**src/rtl/enable_period_monitor_pkg.sv**
```systemverilog
// Shared definitions for the enable-strobe period monitor: state encoding
// and the width of the consecutive-match counter.
package enable_period_monitor_pkg;

    localparam int LOCK_CNT_W = 4;

    typedef enum logic [1:0] {
        IDLE    = 2'd0,
        MEASURE = 2'd1,
        LOCKED  = 2'd2,
        FAULT   = 2'd3
    } state_t;

endpackage

```
**src/rtl/enable_period_monitor_sat_counter.sv**
```systemverilog
// Interval counter: synchronous load-to-1 on a strobe, otherwise counts up
// and holds at all-ones instead of wrapping.
module sat_counter #(
    parameter int WIDTH = 8
) (
    input  logic             clk,
    input  logic             rst,
    input  logic             load,
    output logic [WIDTH-1:0] count
);

    localparam logic [WIDTH-1:0] MAX = '1;

    always_ff @(posedge clk) begin
        if (rst) begin
            count <= '0;
        end else if (load) begin
            count <= WIDTH'(1);
        end else if (count != MAX) begin
            count <= count + 1'b1;
        end
    end

endmodule

```
**src/rtl/enable_period_monitor.sv**
```systemverilog
// Measures the spacing of a single-cycle enable strobe, declares lock after
// LOCK_COUNT in-tolerance periods and faults on a bad or missing strobe.
//   state   | meaning
//   IDLE    | no strobe seen since reset or fault clear
//   MEASURE | counting consecutive in-tolerance periods
//   LOCKED  | cadence good; any bad or late strobe faults
//   FAULT   | cadence lost; waits for clear_fault
module enable_period_monitor
    import enable_period_monitor_pkg::*;
#(
    parameter int WIDTH      = 8,
    parameter int EXPECTED   = 3,
    parameter int TOL        = 0,
    parameter int LOCK_COUNT = 4
) (
    input  logic             clk,
    input  logic             rst,
    input  logic             enable,
    input  logic             clear_fault,
    output logic [WIDTH-1:0] period,
    output logic             period_valid,
    output logic             locked,
    output logic             fault
);

    if (EXPECTED + TOL >= (2 ** WIDTH) - 1) begin : g_bad_expected
        $fatal(1, "enable_period_monitor: EXPECTED+TOL must be below the saturation value");
    end
    if (LOCK_COUNT < 1 || LOCK_COUNT > 15) begin : g_bad_lock_count
        $fatal(1, "enable_period_monitor: LOCK_COUNT must be in 1..15");
    end

    localparam logic [WIDTH:0]            EXP_W   = (WIDTH+1)'(EXPECTED);
    localparam logic [WIDTH:0]            TOL_W   = (WIDTH+1)'(TOL);
    localparam logic [WIDTH:0]            LIMIT_W = (WIDTH+1)'(EXPECTED + TOL);
    localparam logic [WIDTH-1:0]          CNT_MAX = '1;
    localparam logic [LOCK_CNT_W-1:0]     LOCK_N  = LOCK_CNT_W'(LOCK_COUNT);

    state_t                  state;
    state_t                  state_nxt;
    logic [WIDTH-1:0]        cnt;
    logic [WIDTH:0]          cnt_ext;
    logic [WIDTH:0]          dev;
    logic [LOCK_CNT_W-1:0]   match_cnt;
    logic [LOCK_CNT_W-1:0]   match_nxt;
    logic [LOCK_CNT_W-1:0]   match_inc;
    logic                    is_match;
    logic                    missing;
    logic                    capture;

    sat_counter #(.WIDTH(WIDTH)) u_cnt (
        .clk   (clk),
        .rst   (rst),
        .load  (enable),
        .count (cnt)
    );

    // A saturated count means the true interval is unknown, so it never matches.
    assign cnt_ext   = {1'b0, cnt};
    assign dev       = (cnt_ext >= EXP_W) ? (cnt_ext - EXP_W) : (EXP_W - cnt_ext);
    assign is_match  = (dev <= TOL_W) && (cnt != CNT_MAX);
    assign missing   = !enable && (cnt_ext == LIMIT_W);
    assign match_inc = match_cnt + 1'b1;

    always_comb begin
        state_nxt = state;
        match_nxt = match_cnt;
        capture   = 1'b0;
        case (state)
            IDLE: begin
                if (enable) begin
                    state_nxt = MEASURE;
                    match_nxt = '0;
                end
            end
            MEASURE: begin
                if (enable) begin
                    capture = 1'b1;
                    if (is_match) begin
                        match_nxt = match_inc;
                        if (match_inc == LOCK_N) state_nxt = LOCKED;
                    end else begin
                        match_nxt = '0;
                    end
                end
            end
            LOCKED: begin
                if (enable) begin
                    capture = 1'b1;
                    if (!is_match) state_nxt = FAULT;
                end else if (missing) begin
                    state_nxt = FAULT;
                end
            end
            FAULT: begin
                // A strobe coinciding with the clear restarts measurement
                // rather than reporting a period across the fault.
                if (clear_fault) begin
                    match_nxt = '0;
                    state_nxt = enable ? MEASURE : IDLE;
                end else if (enable) begin
                    capture = 1'b1;
                end
            end
            default: begin
                state_nxt = IDLE;
                match_nxt = '0;
            end
        endcase
    end

    always_ff @(posedge clk) begin
        if (rst) begin
            state        <= IDLE;
            match_cnt    <= '0;
            period       <= '0;
            period_valid <= 1'b0;
            locked       <= 1'b0;
            fault        <= 1'b0;
        end else begin
            state        <= state_nxt;
            match_cnt    <= match_nxt;
            period_valid <= capture;
            if (capture) period <= cnt;
            locked       <= (state_nxt == LOCKED);
            fault        <= (state_nxt == FAULT);
        end
    end

endmodule

```
**config.mk**
```make
export PLATFORM = sky130hd
export DESIGN_NAME = enable_period_monitor
export DESIGN_NICKNAME = d
export VERILOG_FILES = /design/src/rtl/enable_period_monitor_pkg.sv /design/src/rtl/enable_period_monitor_sat_counter.sv /design/src/rtl/enable_period_monitor.sv
export SDC_FILE = /design/constraint.sdc
export NUM_CORES = 1
export LEC_CHECK = 0
export CAP_MARGIN = 10
export CORE_MARGIN = 2
export CORE_UTILIZATION = 60
export DETAILED_ROUTE_END_ITERATION = 10
export GPL_TIMING_DRIVEN = 0
export PLACE_DENSITY = 0.92
export SLEW_MARGIN = 25
export SYNTH_ARGS = -nofsm -noshare
export SYNTH_HDL_FRONTEND = slang
export SYNTH_SLANG_ARGS = --single-unit
```
**constraint.sdc**
```tcl
create_clock -name clk -period 4.5 [get_ports clk]
set_clock_uncertainty 0.2 [all_clocks]
set_input_delay 0.45 -clock clk [delete_from_list [all_inputs] [get_ports clk]]
set_output_delay 0.45 -clock clk [all_outputs]
set_load 0.1 [all_outputs]
```
After elaboration in Yosys (flattened, before gate mapping)
Cells that the tools add are included.
{"block": "totals", "romBits": 0, "ram_bits": 0, "output_inout_bits": 11, "in_bits": 4, "latchBits": 0, "n_memories": 0, "reg_bits": 25}
{"block": "classes", "div": 0, "order_cmp": 2, "bitwise": 0, "add_sub_neg": 4, "mux": 21, "n_eq_ne": 11, "n_reduce_logical": 9, "n_shift": 0, "multipliers": 0}
{"operator": "2-to-1 mux 2 bit", "n": 8}
{"operator": "2-to-1 mux 4 bit", "n": 4}
{"operator": "case mux 4 bit (3 select lines)", "n": 1}
{"operator": "less-or-equal comparator 9 x 1 -> 1 bit, second input constant", "n": 1}
{"operator": "2-to-1 mux 9 bit", "n": 1}
{"operator": "subtractor 2 x 8 -> 9 bit, first input constant", "n": 1}
{"operator": "subtractor 8 x 2 -> 9 bit, second input constant", "n": 1}
{"operator": "adder 8 x 1 -> 8 bit, second input constant", "n": 1}
{"operator": "equality test 2 bit, second input constant", "n": 4}
{"operator": "equality test 8 x 2 -> 1 bit, second input constant", "n": 1}
{"operator": ">= comparator 8 x 2 -> 1 bit, second input constant", "n": 1}
{"operator": "!= test 8 bit, second input constant", "n": 1}
{"operator": "case mux 2 bit (4 select lines)", "n": 1}
{"operator": "!= test 2 bit, second input constant", "n": 3}
{"operator": "2-to-1 mux 1 bit", "n": 5}
{"operator": "adder 4 x 1 -> 4 bit, second input constant", "n": 1}
{"operator": "equality test 4 x 3 -> 1 bit, second input constant", "n": 1}
{"operator": "AND reduction 4 bit", "n": 1}
{"operator": "OR reduction 2 bit", "n": 2}
{"operator": "nonzero test 3 bit", "n": 1}
{"operator": "equality test 2 x 1 -> 1 bit, second input constant", "n": 1}
{"operator": "logical AND 1 bit", "n": 2}
{"operator": "zero test 2 bit", "n": 1}
{"operator": "case mux 1 bit (2 select lines)", "n": 1}
{"operator": "other kinds (2)", "n": 2}

Logic depth before layout (Yosys ltp)
{"block": "logic_depth", "depth_word": 8, "mapped_depth": 8}

By module
Synthesis repeated with hierarchy kept, for this count alone.
{"block": "unflattened", "hier_cells": 153, "hier_area_um2": 1351.3}
{"module": "enable_period_monitor", "n_inst": 1, "seq_area_each_um2": 340.3, "area_each_um2": 929.6, "cells_each": 104}
{"module": "sat_counter", "n_inst": 1, "seq_area_each_um2": 160.2, "area_each_um2": 421.7, "cells_each": 49}

Worst setup path before layout
Ideal clock, no wire load.
{"block": "synth_path", "kind": "register -> register", "from": "register u_cnt.count[2]", "to": "register state[0]", "stages_incl_launch_ff": 9, "t_arrival_ns": 1.921, "required_ns": 4.172, "synth_period_minus_slack_ns": 2.248, "setup_slack_ns": 2.252, "path_buffers": 0, "cell_sequence": "dfxtp_1 -> inv_1 -> ha_1 -> or4b_4 -> nor3_2 -> nand2_2 -> a221oi_1 -> o22a_1 -> nor2_1"}
{"block": "synth_via", "elab_chain_cells": 7, "word_cells_on_any_way": 15, "classes_between": "2 x add/sub; 2 x order compare; 2 x eq/ne; 7 x mux; 2 x reduce/logical"}
{"element": "start, declared", "line_no": "enable_period_monitor_sat_counter.sv:9", "text": "output logic [WIDTH-1:0] count"}
{"element": "start signal, assigned", "line_no": "enable_period_monitor_sat_counter.sv:20", "text": "count <= count + 1'b1;"}
{"element": "subtractor 2 x 8 -> 9 bit, or another cell as far along", "line_no": "enable_period_monitor.sv:60", "text": "assign dev = (cnt_ext >= EXP_W) ? (cnt_ext - EXP_W) : (EXP_W - cnt_ext);"}
{"element": "2-to-1 mux 9 bit", "line_no": "enable_period_monitor.sv:60"}
{"element": "less-or-equal comparator 9 x 1 -> 1 bit", "line_no": "enable_period_monitor.sv:61", "text": "assign is_match = (dev <= TOL_W) && (cnt != CNT_MAX);"}
{"element": "logical AND 1 bit", "line_no": "enable_period_monitor.sv:61"}
{"element": "2-to-1 mux 2 bit, on equally long branches", "line_no": "enable_period_monitor.sv:90, enable_period_monitor.sv:79"}
{"element": "2-to-1 mux 2 bit, on equally long branches", "line_no": "enable_period_monitor.sv:88, enable_period_monitor.sv:77"}
{"element": "case mux 2 bit (4 select lines) (*)", "line_no": "enable_period_monitor.sv:69", "text": "case (state)"}
{"element": "end signal, assigned", "line_no": "enable_period_monitor.sv:121", "text": "state <= state_nxt;"}
{"element": "end, declared", "line_no": "enable_period_monitor.sv:39", "text": "state_t state;"}
Mark *: on every way between the ends. The rest lies on a longest branch, timed or not.
A chain may end at the register's enable or synchronous reset.

Worst setup path after layout
{"block": "layout_path", "from": "register u_cnt.count[0]", "to": "register state[0]"}
The elaborated chain is that of the path after synthesis.

==> out/results.tsv <==
stage	metric	value	unit
cells_and_area	antenna_cells	0	
clock_tree	cts.sinks	25	
outcome	status	finished, final reports clean	
global_route	grt_antenna_before_repair	0	
yosys	seq_area_frac_synth	34.2	%
clock_tree	post-cts-setup-buffers	0	
setup_path	crit_chain	ha_1 -> buf_2 -> nand2_1 -> a31o_2 -> a211o_1 -> a221oi_1 -> o22a_1 -> nor2_1	
routing	drc	0	
power_and_ir_drop	p_int	278	uW
power_and_ir_drop	p_leak	0.647	nW
power_and_ir_drop	p_sw	101	uW
routing	viasPerCell	5.80	
yosys	synth_fp_nets	191	
yosys	synth_edf_count	0	
yosys	synth_cell_type_count	42	
cells_and_area	drive_gt1_share	9.38	%
die	chipHeight	53.4	um
setup_path	cp.buffers_inverters	1	
job	cap_violations	0	
global_route	grt_max_degree	14	
setup_path	r2r_end	state[0]	
clock_tree	clkSlewWorstSetupHoldPaths	0.13	ns
routing	drtIter0Drc	31	
setup_path	cp-endpoint	state[0]	
cells_and_area	fin_nets	208	
sta	fin_crit	2.52	ns
setup_path	critical_path_arrival	2.53	ns
power_and_ir_drop	ir_drop	260	uV
clock_tree	cts_resized	0	
placement	place.gp.congestion	0.862	
yosys	ys_ff_latch	25	
routing	vias	1275	
cells_and_area	final_util	72.9	%
clock_tree	cts_buffers	3	
routing	ant_nets	0	
clock_tree	clk_latency	0.32	ns
clock_tree	clockBufferDepth	2	
power_and_ir_drop	p_comb_share	13.6	%
die	core-area	0.00225	mm^2
setup_path	cp_num_cells	8	
setup_path	reg2regPathDepth	8	
setup_path	r2r_slack	1.98	ns
sta	grt_setup_unrepaired	no	
clock_tree	cts_tree	built	
setup_path	crit_fanout	9	
sta	hold_ws	0.113	ns
sta	fmax	396	MHz
placement	place_hpwl	2150	um
min_path	hold_class	in2reg	
yosys	ys.flop_type	dfxtp_1	
sta	tightest_slew	0.979	ns
cells_and_area	stdcell_area	0.00164	mm^2
setup_path	critPathLaunch	u_cnt.count[0]	
power_and_ir_drop	clkPwrFrac	26.0	%
power_and_ir_drop	seq_power_share	60.4	%
die	die_width	53.4	um
die	io_pins	15	
power_and_ir_drop	power	378	uW
power_and_ir_drop	p_per_area	230	mW/mm^2
clock_tree	cts_hold_buf	0	
clock_tree	cts_root_buffer	clkbuf_4	
setup_path	crit_family	compound AO/OA/AOI/OAI gates	
global_route	grt_usage	22.9	%
die	fp-row-count	17	
setup_path	cp-end-kind	flop	
sta	tns	0	ns
yosys	async_flop_share	0	%
sta	setup_viol	0	
yosys	avgSynthCellArea	8.31	um^2
setup_path	cp.required	4.51	ns
setup_path	cpPeakStageDelay	0.50	ns
setup_path	start_kind	flop	
global_route	grt_pass1_vias	1155	
placement	portBuffers	12	
yosys	synth_area	0.00146	mm^2
cells_and_area	syn_to_final_growth	12.4	%
sta	finalHoldViolations	0	
sta	min_period_over_period	56.1	%
setup_path	r2r-start	u_cnt.count[0]	
cells_and_area	nFillCells	181	
global_route	grt-ovfl-total	0	
die	dieArea	0.00285	mm^2
global_route	grt_pass1_wl	4830	um
routing	wl	2930	um
sta	maxSlewViolCount	0	
yosys	yosysWarningCount	0	
setup_path	critPathKind	reg2reg	
yosys	syn_inst	176	
sta	relSlewSlack	34.5	%
routing	routedWlPerCell	13.3	um
placement	place_area	0.00162	mm^2
die	start_util	64.9	%
setup_path	crit_slowest_cell	dfxtp_1	
routing	drtPass1Iterations	4	
power_and_ir_drop	netSwitchingFraction	26.6	%
clock_tree	htree_levels	1	
## synth_stat cells, drive strengths merged (2+ instances only)
library cell / count / area share [%]
nand2b: 2 / 0.86
nand3: 9 / 3.1
a31oi: 2 / 0.86
clkbuf: 4 / 1.0
a2111oi: 2 / 1.6
buf: 5 / 3.4
nand4: 2 / 1.3
o22ai: 2 / 0.86
nor2: 28 / 7.2
nand2: 16 / 4.3
a21oi: 13 / 4.4
ha: 11 / 9.4
inv: 8 / 2.1
a211o: 2 / 1.3
a211oi: 3 / 2.4
mux2i: 7 / 4.8
or4b: 2 / 1.6
o21ai: 6 / 2.1
or3: 3 / 1.3
nor2b: 4 / 1.7
dfxtp: 25 / 34
nor3: 6 / 2.4
xnor2: 3 / 1.8
or2: 2 / 0.86
## layout by cell type, fill, tap and decap left out, types with 3 or more instances in the layout
cell type,n
buf_6,4
nor3_1,5
clkbuf_1,5
o21ai_1,3
mux2i_1,7
nor2_1,28
xnor2_1,3
a21oi_1,13
dfxtp_1,25
ha_1,11
nor2b_1,4
or3_1,3
nand3_1,9
clkbuf_4,3
inv_1,8
clkdlybuf4s50_1,12
nand2_1,15
o21ai_0,3
## power groups by stage
stage          clock network (mW)  registers, mW  logic [mW]
2_1_floorplan                   0          0.237      0.0368
3_3_place_gp                    0          0.233      0.0491
3_5_place_dp                    0          0.233      0.0508
4_1_cts                    0.0999          0.228      0.0512
5_1_grt                     0.108          0.229      0.0564
6_report                   0.0983          0.229      0.0514
## layout make-up
| cell class | instances | area, um^2 | area share (%) |
|---|---|---|---|
| repair buffers | 12 | 120 | 7.31 |
| multi-input cells | 134 | 867 | 52.7 |
| plain buffers | 9 | 65.1 | 3.96 |
| well taps | 28 | 35.0 | 2.13 |
| flip-flops and latches | 25 | 500 | 30.4 |
| inverters | 8 | 30.0 | 1.83 |
| clock buffers | 4 | 26.3 | 1.60 |
## state kept, by name (all words and copies together), names as in the netlist
| register | count |
|---|---|
| u_cnt.count | 8 |
| match_cnt | 4 |
| fault | 1 |
| period | 8 |
| locked | 1 |
| period_valid | 1 |
| state | 2 |
## cell families (layout without fill, tap and decap cells)
family	Yosys count	after routing	share of synthesized area, %
DFF	25	25	34.2
adders and majority gates	11	11	9.41
xor gates and xnor gates	4	4	2.40
AOI/OAI and AO/OA	35	35	16.4
buffers and inverters	17	33	6.50
and+or+nand+nor	77	77	26.3
muxes	7	7	4.79
## worst register-to-register path, stage by stage (launching register included)
cell and delay, ns:
dfxtp_1 0.50, ha_1 0.19, buf_2 0.19, nand2_1 0.10, a31o_2 0.24, a211o_1 0.38, a221oi_1 0.38, o22a_1 0.21
nor2_1 0.04
## per-layer routing
metal | wire (um) | track usage [%]
met5 | 0 | 0
met3 | 147 | 3.67
met2 | 1430 | 39.1
met4 | 43 | 12.4
met1 | 1300 | 27.1
## metrics by stage
step           setup slack (ns)  instances
2_1_floorplan              2.25        176
3_3_place_gp               2.06        216
3_5_place_dp               1.99        216
4_1_cts                    2.00        220
5_1_grt                    1.79        220
6_report                   1.98        220
## how the worst min path moves through the flow
stage                 start           end  slack [ns]  cells after the start
4_1_cts                 rst  match_cnt[3]        0.11                      2
5_1_grt                 rst  match_cnt[3]         0.1                      2
6_report                rst  match_cnt[3]        0.11                      2
3_3_place_gp   match_cnt[1]  match_cnt[1]        0.26                      2
3_5_place_dp   match_cnt[1]  match_cnt[1]        0.27                      2
2_1_floorplan  match_cnt[1]  match_cnt[1]        0.25                      2
Power figures use the tool's default switching activity.
==> patch (same settings) <==
Set the package constant `LOCK_CNT_W` to 6 (it was 4).
--- a/src/rtl/enable_period_monitor_pkg.sv
+++ b/src/rtl/enable_period_monitor_pkg.sv
@@ -2,7 +2,7 @@
 // and the width of the consecutive-match counter.
 package enable_period_monitor_pkg;
 
-    localparam int LOCK_CNT_W = 4;
+    localparam int LOCK_CNT_W = 6;
 
     typedef enum logic [1:0] {
         IDLE    = 2'd0,
Function: no difference found for any inputs over 10 cycles, from zero or initial values and one cycle with rst high; that may be too few to reach the edited logic, so the function may still have changed.
==> patch against the unedited design <==
Sequential cell count rose by 2; wire length grew 14%; count of clock-buffer cells in the layout fell by 1; synthesized area increased by 5.4%; combinational power grew 5.8%; critical path depth is the same; total power grew 8.6%; cell area rose by 6.2%; worst setup slack lost 450 ps; critical path type unchanged; critical endpoint is now match_cnt[5]; largest cell class unchanged.
==> patch: results (changes against the unedited design) <==
| Metric | Value |
|---|---|
| Number of port buffers | 14 (was 12) |
| Placed Cells | 235 (was 216) |
| Final WL | 3.33 mm (was 2.93 mm) |
| Most used DFF post-synth | dfxtp_1 (unchanged) |
| Worst setup SP type | register (unchanged) |
| Share of synthesized registers carrying an async set or reset | 0 (unchanged) |
| Fraction of layout instances using a drive strength above 1 | 0.0670 (was 0.0938) |
| Hpwl dp | 2.47 mm (was 2.15 mm) |
| Distinct cells, synth | 41 (was 42) |
| Worst ir drop on vdd | 0.204 mV (was 0.260 mV) |
| Final Wtd Congestion | 0.924 (was 0.862) |
| Top post-synthesis cells by count | nor2_1 (32), dfxtp_1 (27), inv_1 (14) (was nor2_1 (28), dfxtp_1 (25), nand2_1 (15)) |
| Via density | 5.87 (was 5.80) |
| Postcts setup bufs | 0 (unchanged) |
| Critical path fanouts, max | 6 (was 9) |
| Top Registers | period (8), u_cnt.count (8), match_cnt (6) (was period (8), u_cnt.count (8), match_cnt (4)) |
| Worst-Margin Slew | 992 ps (was 979 ps) |
| Leak | 0.667 nW (was 0.647 nW) |
| First-pass GRT wire length | 5.40 mm (was 4.83 mm) |
| Cts bufs inserted | 3 (unchanged) |
| H-tree depth | 1 (unchanged) |
| Hold Crit Class | reg -> reg (was in -> reg) |
| Final nets | 225 (was 208) |
| Worst R2R Setup Slack | 1530 ps (was 1980 ps) |
| Iter 0 DRT Violations | 60 (was 31) |
| # diodes | 0 (unchanged) |
| Clock-pin slew on the worst setup and hold paths | 150 ps (was 130 ps) |
| Initial antenna violation count | 0 (unchanged) |
| Vias in the first global route | 1273 (was 1155) |
| Synth Warn # | 0 (unchanged) |
| Type of element capturing the critical path | register (unchanged) |
| Largest stage delay, worst path | 550 ps (was 500 ps) |
| Worst r2r src | u_cnt.count[2] (was u_cnt.count[0]) |
| Reg2Reg Depth | 8 (unchanged) |
| Status | finished clean (unchanged) |
| CTS Buffer Depth | 2 (unchanged) |
| Drt wl/cell | 13.9 um (was 13.3 um) |
| CP max stage cell | or4_4 (was dfxtp_1) |
| Cells after synthesis | 191 (was 176) |
| Syn nets | 206 (was 191) |
| Clk_lat worst skew | 330 ps |
| Fillcell total | 173 (was 181) |
| Reg2reg end | match_cnt[5] (was state[0]) |
| Critical Path AT | 3050 ps (was 2530 ps) |
| Synth area leaders | dfxtp_1 (35%), ha_1 (8.9%), nor2_1 (7.8%), a21oi_1 (4.2%), mux2i_1 (3.9%) (was dfxtp_1 (34%), ha_1 (9.4%), nor2_1 (7.2%), mux2i_1 (4.8%), a21oi_1 (4.4%)) |
| Drt pass-1 iters | 4 (unchanged) |
| CTS Root Buffer Type | clkbuf_4 (unchanged) |
| Register area share after synthesis | 0.351 (was 0.342) |
| Total global-route track usage | 0.251 (was 0.229) |
| Post-CTS resize count | 0 (unchanged) |
| Largest net degree at the start of global routing | 16 (was 14) |
| CTS Hold Bufs | 0 (unchanged) |
-- patch: logic make-up (layout without fill, tap and decap cells) --
| family | after synthesis | in the layout | synth area share |
|---|---|---|---|
| mux | 6 | 6 | 0.0390 |
| simple gates | 79 | 79 | 0.262 |
| compound gates | 43 | 43 | 0.182 |
| buf+inv | 22 | 40 | 0.0601 |
| fa+ha+maj | 11 | 11 | 0.0893 |
| xor+xnor | 3 | 3 | 0.0170 |
| flops | 27 | 27 | 0.351 |
-- patch: worst min-delay path by stage --
stage / end / from / depth (start not counted) / slack (ps)
global route: match_cnt[5] / match_cnt[5] / 2 / 350
global placement: match_cnt[5] / match_cnt[5] / 2 / 270
detailed placement: period[3] / period[3] / 2 / 290
floorplan: match_cnt[5] / match_cnt[5] / 2 / 250
finish: match_cnt[5] / match_cnt[5] / 2 / 310
CTS: match_cnt[0] / match_cnt[0] / 2 / 310
-- patch: routing by layer --
layer,track usage,vias up,share of wire
met1,0.318,629,0.44
met3,0.0574,5,0.066
met4,0.113,0,0.013
met5,0,-,0
li1,-,709,-
met2,0.403,59,0.49
-- patch: report_power, final --
| group | internal, mW | total, mW | switching (mW) |
|---|---|---|---|
| combinational | 0.0222 | 0.0544 | 0.0323 |
| clock | 0.0334 | 0.109 | 0.0756 |
| sequential | 0.242 | 0.247 | 0.00496 |
| total | 0.298 | 0.411 | 0.113 |
-- patch: layout make-up --
cell class | instances | share of cell area
sequential | 27 | 0.309
buffer | 8 | 0.0229
timing repair buffer | 14 | 0.0802
tap | 30 | 0.0215
multi-input combinational | 142 | 0.520
clock buffer | 3 | 0.0129
clock inverter | 1 | 0.00287
inverter | 14 | 0.0301
-- patch: metrics by stage --
stage               hold WS (ps)  utilization  setup WS (ps)  instance area [um^2]
floorplan                    250            -           1820                  1540
detailed placement           285        0.700           1600                  1720
global placement             270        0.700           1680                  1720
finish                       308        0.712           1530                  1750
CTS                          313        0.712           1550                  1750
global route                 345        0.712           1280                  1750
-- patch: critical path: cells and delay by family, from the launching register on --
family	cells	cell delay [ps]
compound gates	3	790
buf+inv	1	140
flops	1	460
simple gates	3	1040
fa+ha+maj	1	290
